--- src/rtl/fifo_rd_packer_if.sv ---
// Read-side bundle for the FIFO packer: FWFT FIFO read port plus the packed
// valid/ready output stream. master = packer side, slave = FIFO/consumer side.
interface fifo_rd_packer_if #(
   parameter int unsigned DATA_WIDTH = 8,
   parameter int unsigned RATIO      = 4
);
   logic                          fifo_empty;
   logic [DATA_WIDTH-1:0]         fifo_data;
   logic                          fifo_read;
   logic                          m_valid;
   logic                          m_ready;
   logic [DATA_WIDTH*RATIO-1:0]   m_data;
   logic [RATIO-1:0]              m_keep;
   logic                          m_last;

   modport master (
      input  fifo_empty,
      input  fifo_data,
      output fifo_read,
      output m_valid,
      input  m_ready,
      output m_data,
      output m_keep,
      output m_last
   );

   modport slave (
      output fifo_empty,
      output fifo_data,
      input  fifo_read,
      input  m_valid,
      output m_ready,
      input  m_data,
      input  m_keep,
      input  m_last
   );
endinterface

--- src/rtl/fifo_rd_packer.sv ---
// Read-domain drain engine: packs RATIO FIFO entries little-endian into one wide
// word on a valid/ready stream; flush closes a partial word with a keep mask.
module fifo_rd_packer #(
   parameter int unsigned DATA_WIDTH = 8,
   parameter int unsigned RATIO      = 4,
   parameter int unsigned CNT_WIDTH  = 16
) (
   input  logic                 clk_read,
   input  logic                 rst_n,
   input  logic                 flush,
   output logic                 flush_done,
   output logic [CNT_WIDTH-1:0] word_count,
   fifo_rd_packer_if.master     bus
);

   localparam int unsigned OutW = DATA_WIDTH * RATIO;
   localparam int unsigned IdxW = $clog2(RATIO);
   localparam logic [IdxW-1:0] LastIdx = IdxW'(RATIO - 1);

   typedef enum logic {StFill, StFlush} state_e;

   state_e               state_q, state_d;
   logic [IdxW-1:0]      idx_q, idx_d;
   logic [OutW-1:0]      asm_q, asm_d;
   logic                 m_valid_q, m_valid_d;
   logic [OutW-1:0]      m_data_q, m_data_d;
   logic [RATIO-1:0]     m_keep_q, m_keep_d;
   logic                 m_last_q, m_last_d;
   logic [CNT_WIDTH-1:0] word_count_q, word_count_d;

   logic                 slot_free;
   logic                 pop;
   logic                 flush_done_c;
   logic [OutW-1:0]      lane_word;
   logic [RATIO-1:0]     keep_partial;

   always_comb begin
      slot_free = !m_valid_q || bus.m_ready;
      // The last lane may only be popped if the output register can take the word.
      pop = rst_n && (state_q == StFill) && !bus.fifo_empty &&
            ((idx_q != LastIdx) || slot_free);

      lane_word = asm_q;
      lane_word[idx_q*DATA_WIDTH +: DATA_WIDTH] = bus.fifo_data;

      for (int unsigned k = 0; k < RATIO; k++) begin
         keep_partial[k] = (k < 32'(idx_q));
      end
   end

   always_comb begin
      state_d      = state_q;
      idx_d        = idx_q;
      asm_d        = asm_q;
      m_valid_d    = m_valid_q;
      m_data_d     = m_data_q;
      m_keep_d     = m_keep_q;
      m_last_d     = m_last_q;
      word_count_d = word_count_q;
      flush_done_c = 1'b0;

      if (m_valid_q && bus.m_ready) begin
         m_valid_d    = 1'b0;
         word_count_d = word_count_q + CNT_WIDTH'(1);
      end

      unique case (state_q)
         StFill: begin
            if (pop) begin
               if (idx_q == LastIdx) begin
                  m_data_d  = lane_word;
                  m_keep_d  = '1;
                  m_last_d  = 1'b0;
                  m_valid_d = 1'b1;
                  idx_d     = '0;
                  asm_d     = '0;
               end else begin
                  asm_d = lane_word;
                  idx_d = idx_q + IdxW'(1);
               end
            end
            if (flush) begin
               state_d = StFlush;
            end
         end
         StFlush: begin
            if (slot_free) begin
               flush_done_c = 1'b1;
               state_d      = StFill;
               if (idx_q != '0) begin
                  // Unfilled lanes are already zero since asm is cleared on every load.
                  m_data_d  = asm_q;
                  m_keep_d  = keep_partial;
                  m_last_d  = 1'b1;
                  m_valid_d = 1'b1;
                  idx_d     = '0;
                  asm_d     = '0;
               end
            end
         end
         default: state_d = StFill;
      endcase
   end

   always_ff @(posedge clk_read or negedge rst_n) begin
      if (!rst_n) begin
         state_q      <= StFill;
         idx_q        <= '0;
         asm_q        <= '0;
         m_valid_q    <= 1'b0;
         m_data_q     <= '0;
         m_keep_q     <= '0;
         m_last_q     <= 1'b0;
         word_count_q <= '0;
      end else begin
         state_q      <= state_d;
         idx_q        <= idx_d;
         asm_q        <= asm_d;
         m_valid_q    <= m_valid_d;
         m_data_q     <= m_data_d;
         m_keep_q     <= m_keep_d;
         m_last_q     <= m_last_d;
         word_count_q <= word_count_d;
      end
   end

   assign bus.fifo_read = pop;
   assign bus.m_valid   = m_valid_q;
   assign bus.m_data    = m_data_q;
   assign bus.m_keep    = m_keep_q;
   assign bus.m_last    = m_last_q;
   assign flush_done    = flush_done_c;
   assign word_count    = word_count_q;

endmodule

--- src/flat_wrapper.sv ---
// flat-port wrapper written by rule: the top's interface ports become plain ports
module fifo_rd_packer_flat 
#(
   parameter int unsigned DATA_WIDTH = 8,
   parameter int unsigned RATIO      = 4,
   parameter int unsigned CNT_WIDTH  = 16
)
  (clk_read, rst_n, flush, flush_done, word_count, bus_fifo_empty, bus_fifo_data, bus_fifo_read, bus_m_valid, bus_m_ready, bus_m_data, bus_m_keep, bus_m_last);
  fifo_rd_packer_if #(.DATA_WIDTH(DATA_WIDTH), .RATIO(RATIO)) bus_i ();
  input  logic clk_read;
  input  logic rst_n;
  input  logic flush;
  output logic flush_done;
  output logic [CNT_WIDTH-1:0] word_count;
  input wire logic [$bits(bus_i.fifo_empty)-1:0] bus_fifo_empty;
  input wire logic [$bits(bus_i.fifo_data)-1:0] bus_fifo_data;
  output wire logic [$bits(bus_i.fifo_read)-1:0] bus_fifo_read;
  output wire logic [$bits(bus_i.m_valid)-1:0] bus_m_valid;
  input wire logic [$bits(bus_i.m_ready)-1:0] bus_m_ready;
  output wire logic [$bits(bus_i.m_data)-1:0] bus_m_data;
  output wire logic [$bits(bus_i.m_keep)-1:0] bus_m_keep;
  output wire logic [$bits(bus_i.m_last)-1:0] bus_m_last;
  assign bus_i.fifo_empty = bus_fifo_empty;
  assign bus_i.fifo_data = bus_fifo_data;
  assign bus_fifo_read = bus_i.fifo_read;
  assign bus_m_valid = bus_i.m_valid;
  assign bus_i.m_ready = bus_m_ready;
  assign bus_m_data = bus_i.m_data;
  assign bus_m_keep = bus_i.m_keep;
  assign bus_m_last = bus_i.m_last;
  fifo_rd_packer #(.DATA_WIDTH(DATA_WIDTH), .RATIO(RATIO), .CNT_WIDTH(CNT_WIDTH)) u_core (.clk_read(clk_read), .rst_n(rst_n), .flush(flush), .flush_done(flush_done), .word_count(word_count), .bus(bus_i));
endmodule
--- config.mk ---
export PLATFORM = sky130hd
export DESIGN_NAME = fifo_rd_packer_flat
export DESIGN_NICKNAME = d
export VERILOG_FILES = /design/src/rtl/fifo_rd_packer_if.sv /design/src/rtl/fifo_rd_packer.sv /design/src/flat_wrapper.sv
export SDC_FILE = /design/constraint.sdc
export NUM_CORES = 1
export LEC_CHECK = 0
export CORE_UTILIZATION = 40
export DETAILED_ROUTE_END_ITERATION = 16
export GPL_TIMING_DRIVEN = 0
export PLACE_DENSITY = 0.71
export SYNTH_ARGS = -nofsm -noshare
export SYNTH_HDL_FRONTEND = slang
export SYNTH_SLANG_ARGS = --single-unit
--- constraint.sdc ---
create_clock -name clk_read -period 2.21 [get_ports clk_read]
set_input_delay 0.221 -clock clk_read [delete_from_list [all_inputs] [get_ports clk_read]]
set_output_delay 0.221 -clock clk_read [all_outputs]
set_load 0.05 [all_outputs]
==> key figures, run 1 <==
Synthesis
  – Sequential area share after synthesis: 56.4%
  – Syn avg cell area: 11.3 µm²
  – #FFs+latches synth: 89
  – Compound-Gate Fraction of Synth Area: 20.5%
  – Adder-cell share of the synthesized area: about 2.2%
  – Largest family of logic cells by synthesized area: compound AO/OA/AOI/OAI gates
  – Mux cell area share after synthesis: less than 1%
  – Post-synthesis simple-gate area fraction: a little over an eighth
  – Unique masters post-synth: 43
  – Net Count, Synth: 370
  – Post-Syn Area: ~4000 µm²
  – Xor and xnor fraction of the mapped netlist area: under 10%
  – Cells after synthesis: 350
  – Synth warn: 0

CTS
  – Clk slew on worst S/H paths: around 0.09 ns
  – # Post-CTS Setup Buffers: 0
  – CTS tree: yes
  – Clock tree sinks: 89
  – Max clock buf depth: 2
  – CTS buffer count: 9
  – Post-CTS Hold Buffers: 1
  – H-tree depth: 3
  – Root buf cell: clkbuf_8
  – Worst-Skew Late Latency: around 0.36 ns

Power
  – Power density over cell area: roughly 1200 nW/µm²
  – Leak: 2.16 nW
  – Total power: roughly 5.9 mW
  – Worst IR Drop VDD: about 0.88 mV

Floorplan
  – Initial Utilization: 42.0%
  – Ports: 69
  – Die width: between 100 and 150 µm
  – Die H: between 100 and 150 µm
  – Site Rows: 35
  – Total Die Area: between 10000 and 15000 µm²
  – Core Area: 9420 µm²

Detailed routing
  – DR vias: between 3000 and 4000
  – Detailed-route DRC error count: 0
  – ANT nets after route: 0
  – DR vias/cell: ~5.4
  – 1st-iter DRT viols: between 100 and 150
  – Wire per inst: approximately 17 µm
  – DR pass1 iterations: 5
  – Final wirelength: 9400 µm

Setup path
  – Critical path's top delay family: compound AO/OA/AOI/OAI gates
  – CP Class: flip-flop to flip-flop
  – Crit path capture type: flip-flop
  – Crit path required time: 2.51 ns
  – Cells along the critical path: inv_1 -> ha_1 -> nand2b_1 -> a21oi_2 -> a21oi_1 -> a22o_1
  – CP peak stage delay: approximately 0.53 ns
  – Worst Path Arrival: 2.47 ns
  – Worst Path Buf+Inv: 1
  – Startpoint types: flip-flop
  – Critical path fanouts, max: 9
  – Slowest cell on the critical path: a21oi_1

Run
  – Max_cap viols: 0

Placement
  – Dpl hpwl: 6500 µm
  – Placer Congestion: 0.811
  – Placed standard-cell area: ~4800 µm²
  – Port Buffers: between 60 and 70

Timing
  – Worst-margin pin slew: 0.843 ns
  – Setup-failing EPs final: 0
  – Clock period minus worst slack: approximately 2.2 ns
  – Fin. max-slew vios: 0
  – Fmax: about 0.46 GHz
  – Unrepaired setup endpoints after global routing: yes
  – Hold_ws: -0.128 ns
  – Clk_skew: about 0.013 ns
  – Hold Vio Cnt, Final: 71
  – Final period util: slightly below 100%
  – Worst relative slew slack: 43.6%

Run status
  – Outcome: finished with violations
  – Failing checks: hold timing

Layout
  – Fin nets: 448
  – Final antenna diode count: 0
  – Fraction of layout cells with a size suffix above 1: about a tenth
  – Area growth, synth to finish: 27.0%
  – Cell area after layout: 5020 µm²

GRT
  – Largest net degree at the start of global routing: between 70 and 80
  – Vias in the first global route: about 2900
  – Tot GR Track Use: 19.4%
  – Wire length of the first global-routing pass: 15200 µm
  – Global route overflow: 0
  – Initial antenna violation count: 0

Hold path
  – HP Class: input pin to async pin
## layout make-up
cell class,instances,area (µm²)
fillers,844,4400
flip-flops and latches,89,2230
multi-input cells,236,1620
repair buffers,67,682
well taps,129,161
clock buffers,10,138
plain buffers,17,106
clock inverters,6,51.3
inverters,8,30.0
## cells in the mapped netlist (all sizes together)
master	n	area share, %
a22o	34	7.5
mux2	3	0.85
nand2b	1	0.16
and2b	2	0.38
o221a	1	0.28
clkbuf	8	0.82
nor2b	6	0.95
inv	8	0.76
nor2	12	1.1
nand3	1	0.13
nor4b	2	0.82
a22oi	30	5.7
nand2	46	4.4
dfrtp	89	56
a2111oi	1	0.70
or4b	1	0.35
ha	7	2.2
nand3b	3	0.57
xor2	5	1.1
and4	1	0.22
xnor2	10	2.2
nand4	6	0.95
nor3	2	0.25
and4b	1	0.25
a32oi	1	0.22
nand4bb	1	0.28
a21oi	10	1.4
buf	9	1.8
and2	5	0.82
o21ai	34	4.3
a21o	1	0.19
nor3b	2	0.38
and3	4	0.63
a211o	1	0.22
and4bb	2	0.63
## cells by family (layout without fill, tap and decap cells)
| group | Yosys count | after routing |
|---|---|---|
| buf+inv | 25 | 108 |
| mux | 3 | 3 |
| compound gates | 113 | 113 |
| xor+xnor | 15 | 15 |
| flops | 89 | 89 |
| simple gates | 98 | 98 |
| fa+ha+maj | 7 | 7 |
## report_power, final
| part | switching [mW] | internal (mW) |
|---|---|---|
| combinational | 1.74 | 0.881 |
| clock | 0.617 | 0.453 |
| sequential | 0.250 | 1.91 |
| total | 2.61 | 3.25 |
## placed cells by master (no fill, tap or decap), types with 2 or more instances in the layout
master and n:
a21oi_1 7, a21oi_2 3, a22o_1 34, a22oi_1 30, and2_1 4, and2b_1 2
and3_1 4, buf_1 3, buf_6 6, clkbuf_1 5, clkbuf_2 4, clkbuf_8 10
clkdlybuf4s50_1 62, clkinvlp_4 3, dfrtp_1 87, dfrtp_2 2, ha_1 7, inv_1 8
mux2_2 3, nand2_1 46, nand3b_1 3, nand4_1 6, nor2_1 12, nor2b_1 6
nor3_1 2, nor3b_2 2, nor4b_4 2, o21ai_0 6, o21ai_1 28, xnor2_1 10
xor2_1 5
## sequential cells by signal (all words and copies together), names as in the netlist
register / cells
u_core.state_q: 1
u_core.bus.m_keep: 4
u_core.bus.m_valid: 1
u_core.idx_q: 2
u_core.asm_q: 32
u_core.bus.m_data: 32
u_core.word_count: 16
u_core.bus.m_last: 1
## final timing paths
check / cells after the start / start / end / slack [ns]
max: 6 / u_core.idx_q[0] / u_core.asm_q[8] / 0.04
max reg2reg: 6 / u_core.idx_q[0] / u_core.asm_q[8] / 0.04
min reg2reg: 1 / u_core.word_count[15] / u_core.word_count[15] / 0.47
min in group clk_read: 2 / bus_fifo_data[5] / u_core.asm_q[21] / 0.37
max in group asynchronous: 2 / rst_n / u_core.bus.m_keep[2] / 1.15
min: 2 / rst_n / u_core.word_count[1] / -0.13
## layer usage
layer	vias to the layer above	track usage [%]	part of all wire, %
li1	1434	-	-
met3	10	3.93	4.4
met4	0	5.35	1.0
met2	84	29.4	46
met5	-	0	0
met1	1528	28.3	48
## per-stage QoR
stage	TNS [ns]	util (%)	worst slack (ns)	cells	hold WS [ns]
final	0	53.3	0.0415	562	-0.128
after global routing	-0.980	53.3	-0.0803	562	-0.0968
after CTS	-0.140	53.1	-0.140	562	-0.110
after detailed placement	-1.84	50.9	-0.372	545	0.129
after global placement	-439.51	50.6	-3.52	544	0.460
after floorplan	0	-	0.0270	350	-0.0746
## repair_timing
| item | CTS | global route |
|---|---|---|
| endpoints found under the hold margin | 18 | 71 |
| resized for setup | 7 | 13 |
| pin swaps | 0 | 1 |
| setup endpoints to repair | 21 | 54 |
## worst register-to-register path, delay by kind of cell (launching register included)
kind / cells / cell delay, ns
flops: 1 / 0.49
compound gates: 3 / 0.89
simple gates: 1 / 0.22
buf+inv: 1 / 0.13
fa+ha+maj: 1 / 0.38
Power figures use the tool's default switching activity.
==> run 2: changes to the inputs <==
Settings changed: CAP_MARGIN from default to 20.
==> results of run 2 <==
Final layout, timing and power as in run 1 (identical DEF).
==> run 3: changes to the inputs <==
Settings changed: CTS_BUF_LIST from default to sky130_fd_sc_hd__clkbuf_4 sky130_fd_sc_hd__clkbuf_8, SLEW_MARGIN from default to 20.
==> run 3 against run 2 <==
The flow still finishes with violations (hold timing). Maximum frequency shrank 0.18%. Clock power grew 10%. Largest cell class unchanged. Critical endpoint is now u_core.asm_q[4]. Worst hold slack lost 0.029 ns. Global-route usage grew 0.70 points. Register-to-register slack is essentially flat.
==> key figures, run 3 (synthesis gave the netlist of run 1 again) <==
Run status
  – Outcome: finished with violations
  – Failing checks: hold timing

Floorplan
  – Site Rows: 35 (unchanged)
  – Ports: 69 (unchanged)
  – Initial Utilization: 42.0% (unchanged)
  – Core Area: 9420 µm² (unchanged)
  – Total Die Area: 10300 µm² (unchanged)
  – Die width: 101 µm (unchanged)
  – Die H: 101 µm (unchanged)

CTS
  – Worst-Skew Late Latency: 0.36 ns (about the same)
  – # Post-CTS Setup Buffers: 0 (unchanged)
  – Clk slew on worst S/H paths: 0.09 ns (about the same)
  – CTS buffer count: 9 (unchanged)
  – Post-CTS Hold Buffers: 1 (unchanged)
  – Clock tree sinks: 89 (unchanged)
  – CTS tree: yes
  – Max clock buf depth: 2 (unchanged)
  – Root buf cell: clkbuf_8
  – H-tree depth: 3 (unchanged)

Setup path
  – Worst Path Buf+Inv: 1 (unchanged)
  – CP peak stage delay: 0.53 ns (about the same)
  – CP Class: flip-flop to flip-flop
  – Worst Path Arrival: 2.46 ns (about the same)
  – Crit path capture type: flip-flop
  – Startpoint types: flip-flop
  – Cells along the critical path: inv_1 -> ha_1 -> nand2b_1 -> a21oi_2 -> a21oi_1 -> a22o_1
  – Slowest cell on the critical path: a21oi_1
  – Critical path's top delay family: compound AO/OA/AOI/OAI gates
  – Critical path fanouts, max: 9 (unchanged)
  – Crit path required time: 2.50 ns (about the same)

Timing
  – Hold Vio Cnt, Final: 71 (unchanged)
  – Hold_ws: -0.157 ns (-0.0295 ns)
  – Clk_skew: 0.0116 ns (-0.00134 ns)
  – Worst-margin pin slew: 0.808 ns (-0.0346 ns)
  – Setup-failing EPs final: 0 (unchanged)
  – Fmax: 0.460 GHz (-0.18%)
  – Fin. max-slew vios: 0 (unchanged)
  – Clock period minus worst slack: 2.17 ns (+0.00394 ns)
  – Setup WS post-layout: 0.0376 ns (-0.00394 ns)
  – Final period util: 98.3% (+0.18 points)
  – Setup tns final: 0 ns (unchanged)
  – Unrepaired setup endpoints after global routing: yes
  – Worst relative slew slack: 45.9% (+2.3 points)

Layout
  – Final antenna diode count: 0 (unchanged)
  – Commonest non-fill, non-tap cell in the layout: dfrtp_1
  – Util after Layout: 53.6% (+0.25 points)
  – Fraction of layout cells with a size suffix above 1: 10.6% (unchanged)
  – Area growth, synth to finish: 27.6%
  – Fin nets: 448 (unchanged)
  – Fill count: 838 (-0.71%)
  – Cell area after layout: 5040 µm² (+0.47%)
  – Most frequent cells in the layout: 87 x dfrtp_1, 62 x clkdlybuf4s50_1, 46 x nand2_1

Placement
  – Port Buffers: 65 (unchanged)
  – Placer Congestion: 0.811 (unchanged)
  – Dpl hpwl: 6550 µm (+0.78%)
  – Dpl ws: -0.295 ns (+0.0769 ns)
  – Placed standard-cell area: 4790 µm² (about the same)

Detailed routing
  – Met1 WL: 4550 µm (+0.11%)
  – Metal3 WL: 449 µm (+9.0%)
  – Detailed-route DRC error count: 0 (unchanged)
  – Wire per inst: 16.8 µm (+0.67%)
  – 1st-iter DRT viols: 200 (+34%)
  – DR pass1 iterations: 5 (unchanged)
  – DR vias: 3036 (-0.65%)
  – Met2 WL: 4310 µm (-0.97%)
  – ANT nets after route: 0 (unchanged)
  – Highest metal used: met4
  – DR vias/cell: 5.40 (-0.65%)
  – Final wirelength: 9460 µm (+0.67%)

GRT
  – Tot GR Track Use: 20.1% (+0.70 points)
  – Largest net degree at the start of global routing: 76 (unchanged)
  – Global route overflow: 0 (unchanged)
  – Wire length of the first global-routing pass: 15700 µm (+3.6%)
  – Vias in the first global route: 3022 (+2.5%)
  – Initial antenna violation count: 0 (unchanged)

Run
  – Max_cap viols: 0 (unchanged)

Power
  – Leak: 2.17 nW (+0.85%)
  – Power density over cell area: 1180 nW/µm² (+1.4%)
  – Worst IR Drop VDD: 0.826 mV (-6.0%)
  – Total power: 5.96 mW (+1.9%)

Hold path
  – HP Class: input pin to async pin
-- run 3: per-stage QoR --
step | cells | hold slack, ns
finish | 562 | -0.157
global route | 562 | -0.129
CTS | 562 | -0.137
detailed placement | 545 | 0.0787
global placement | 544 | 0.460
floorplan | 350 | -0.0746
-- run 3: path summary, 6_finish.rpt --
kind	start	to	slack (ns)	depth (start not counted)
min in group clk_read	bus_fifo_data[3]	u_core.asm_q[27]	0.36	2
max in group asynchronous	rst_n	u_core.bus.m_keep[2]	1.21	2
min	rst_n	u_core.word_count[1]	-0.16	2
max reg2reg	u_core.idx_q[0]	u_core.asm_q[4]	0.04	6
min reg2reg	u_core.word_count[15]	u_core.word_count[15]	0.48	1
max	u_core.idx_q[0]	u_core.asm_q[4]	0.04	6
-- run 3: report_power, final --
group / switching, mW / internal (mW)
Clock: 0.614 / 0.570
Combinational: 1.73 / 0.881
Sequential: 0.251 / 1.91
Total: 2.60 / 3.36
-- run 3: layout make-up --
| class | instances | area (µm²) | area share, % |
|---|---|---|---|
| buffer | 17 | 106 | 2.11 |
| multi-input combinational | 236 | 1620 | 32.2 |
| clock inverter | 6 | 75.1 | 1.49 |
| inverter | 8 | 30.0 | 0.595 |
| tap | 129 | 161 | 3.20 |
| sequential | 89 | 2230 | 44.2 |
| timing repair buffer | 67 | 682 | 13.5 |
| clock buffer | 10 | 138 | 2.73 |
-- run 3: layer usage --
layer  vias up  GRT usage [%]
met4         0           6.47
met2        87           30.1
met3        12           4.42
met1      1497           29.0
li1       1440              -
met5         -              0
-- run 3: what timing repair did --
item                                   in CTS  in global routing
resized for setup                          12                  7
endpoints found under the hold margin      18                 71
setup endpoints to repair                  19                 35
pin swaps                                   0                  1
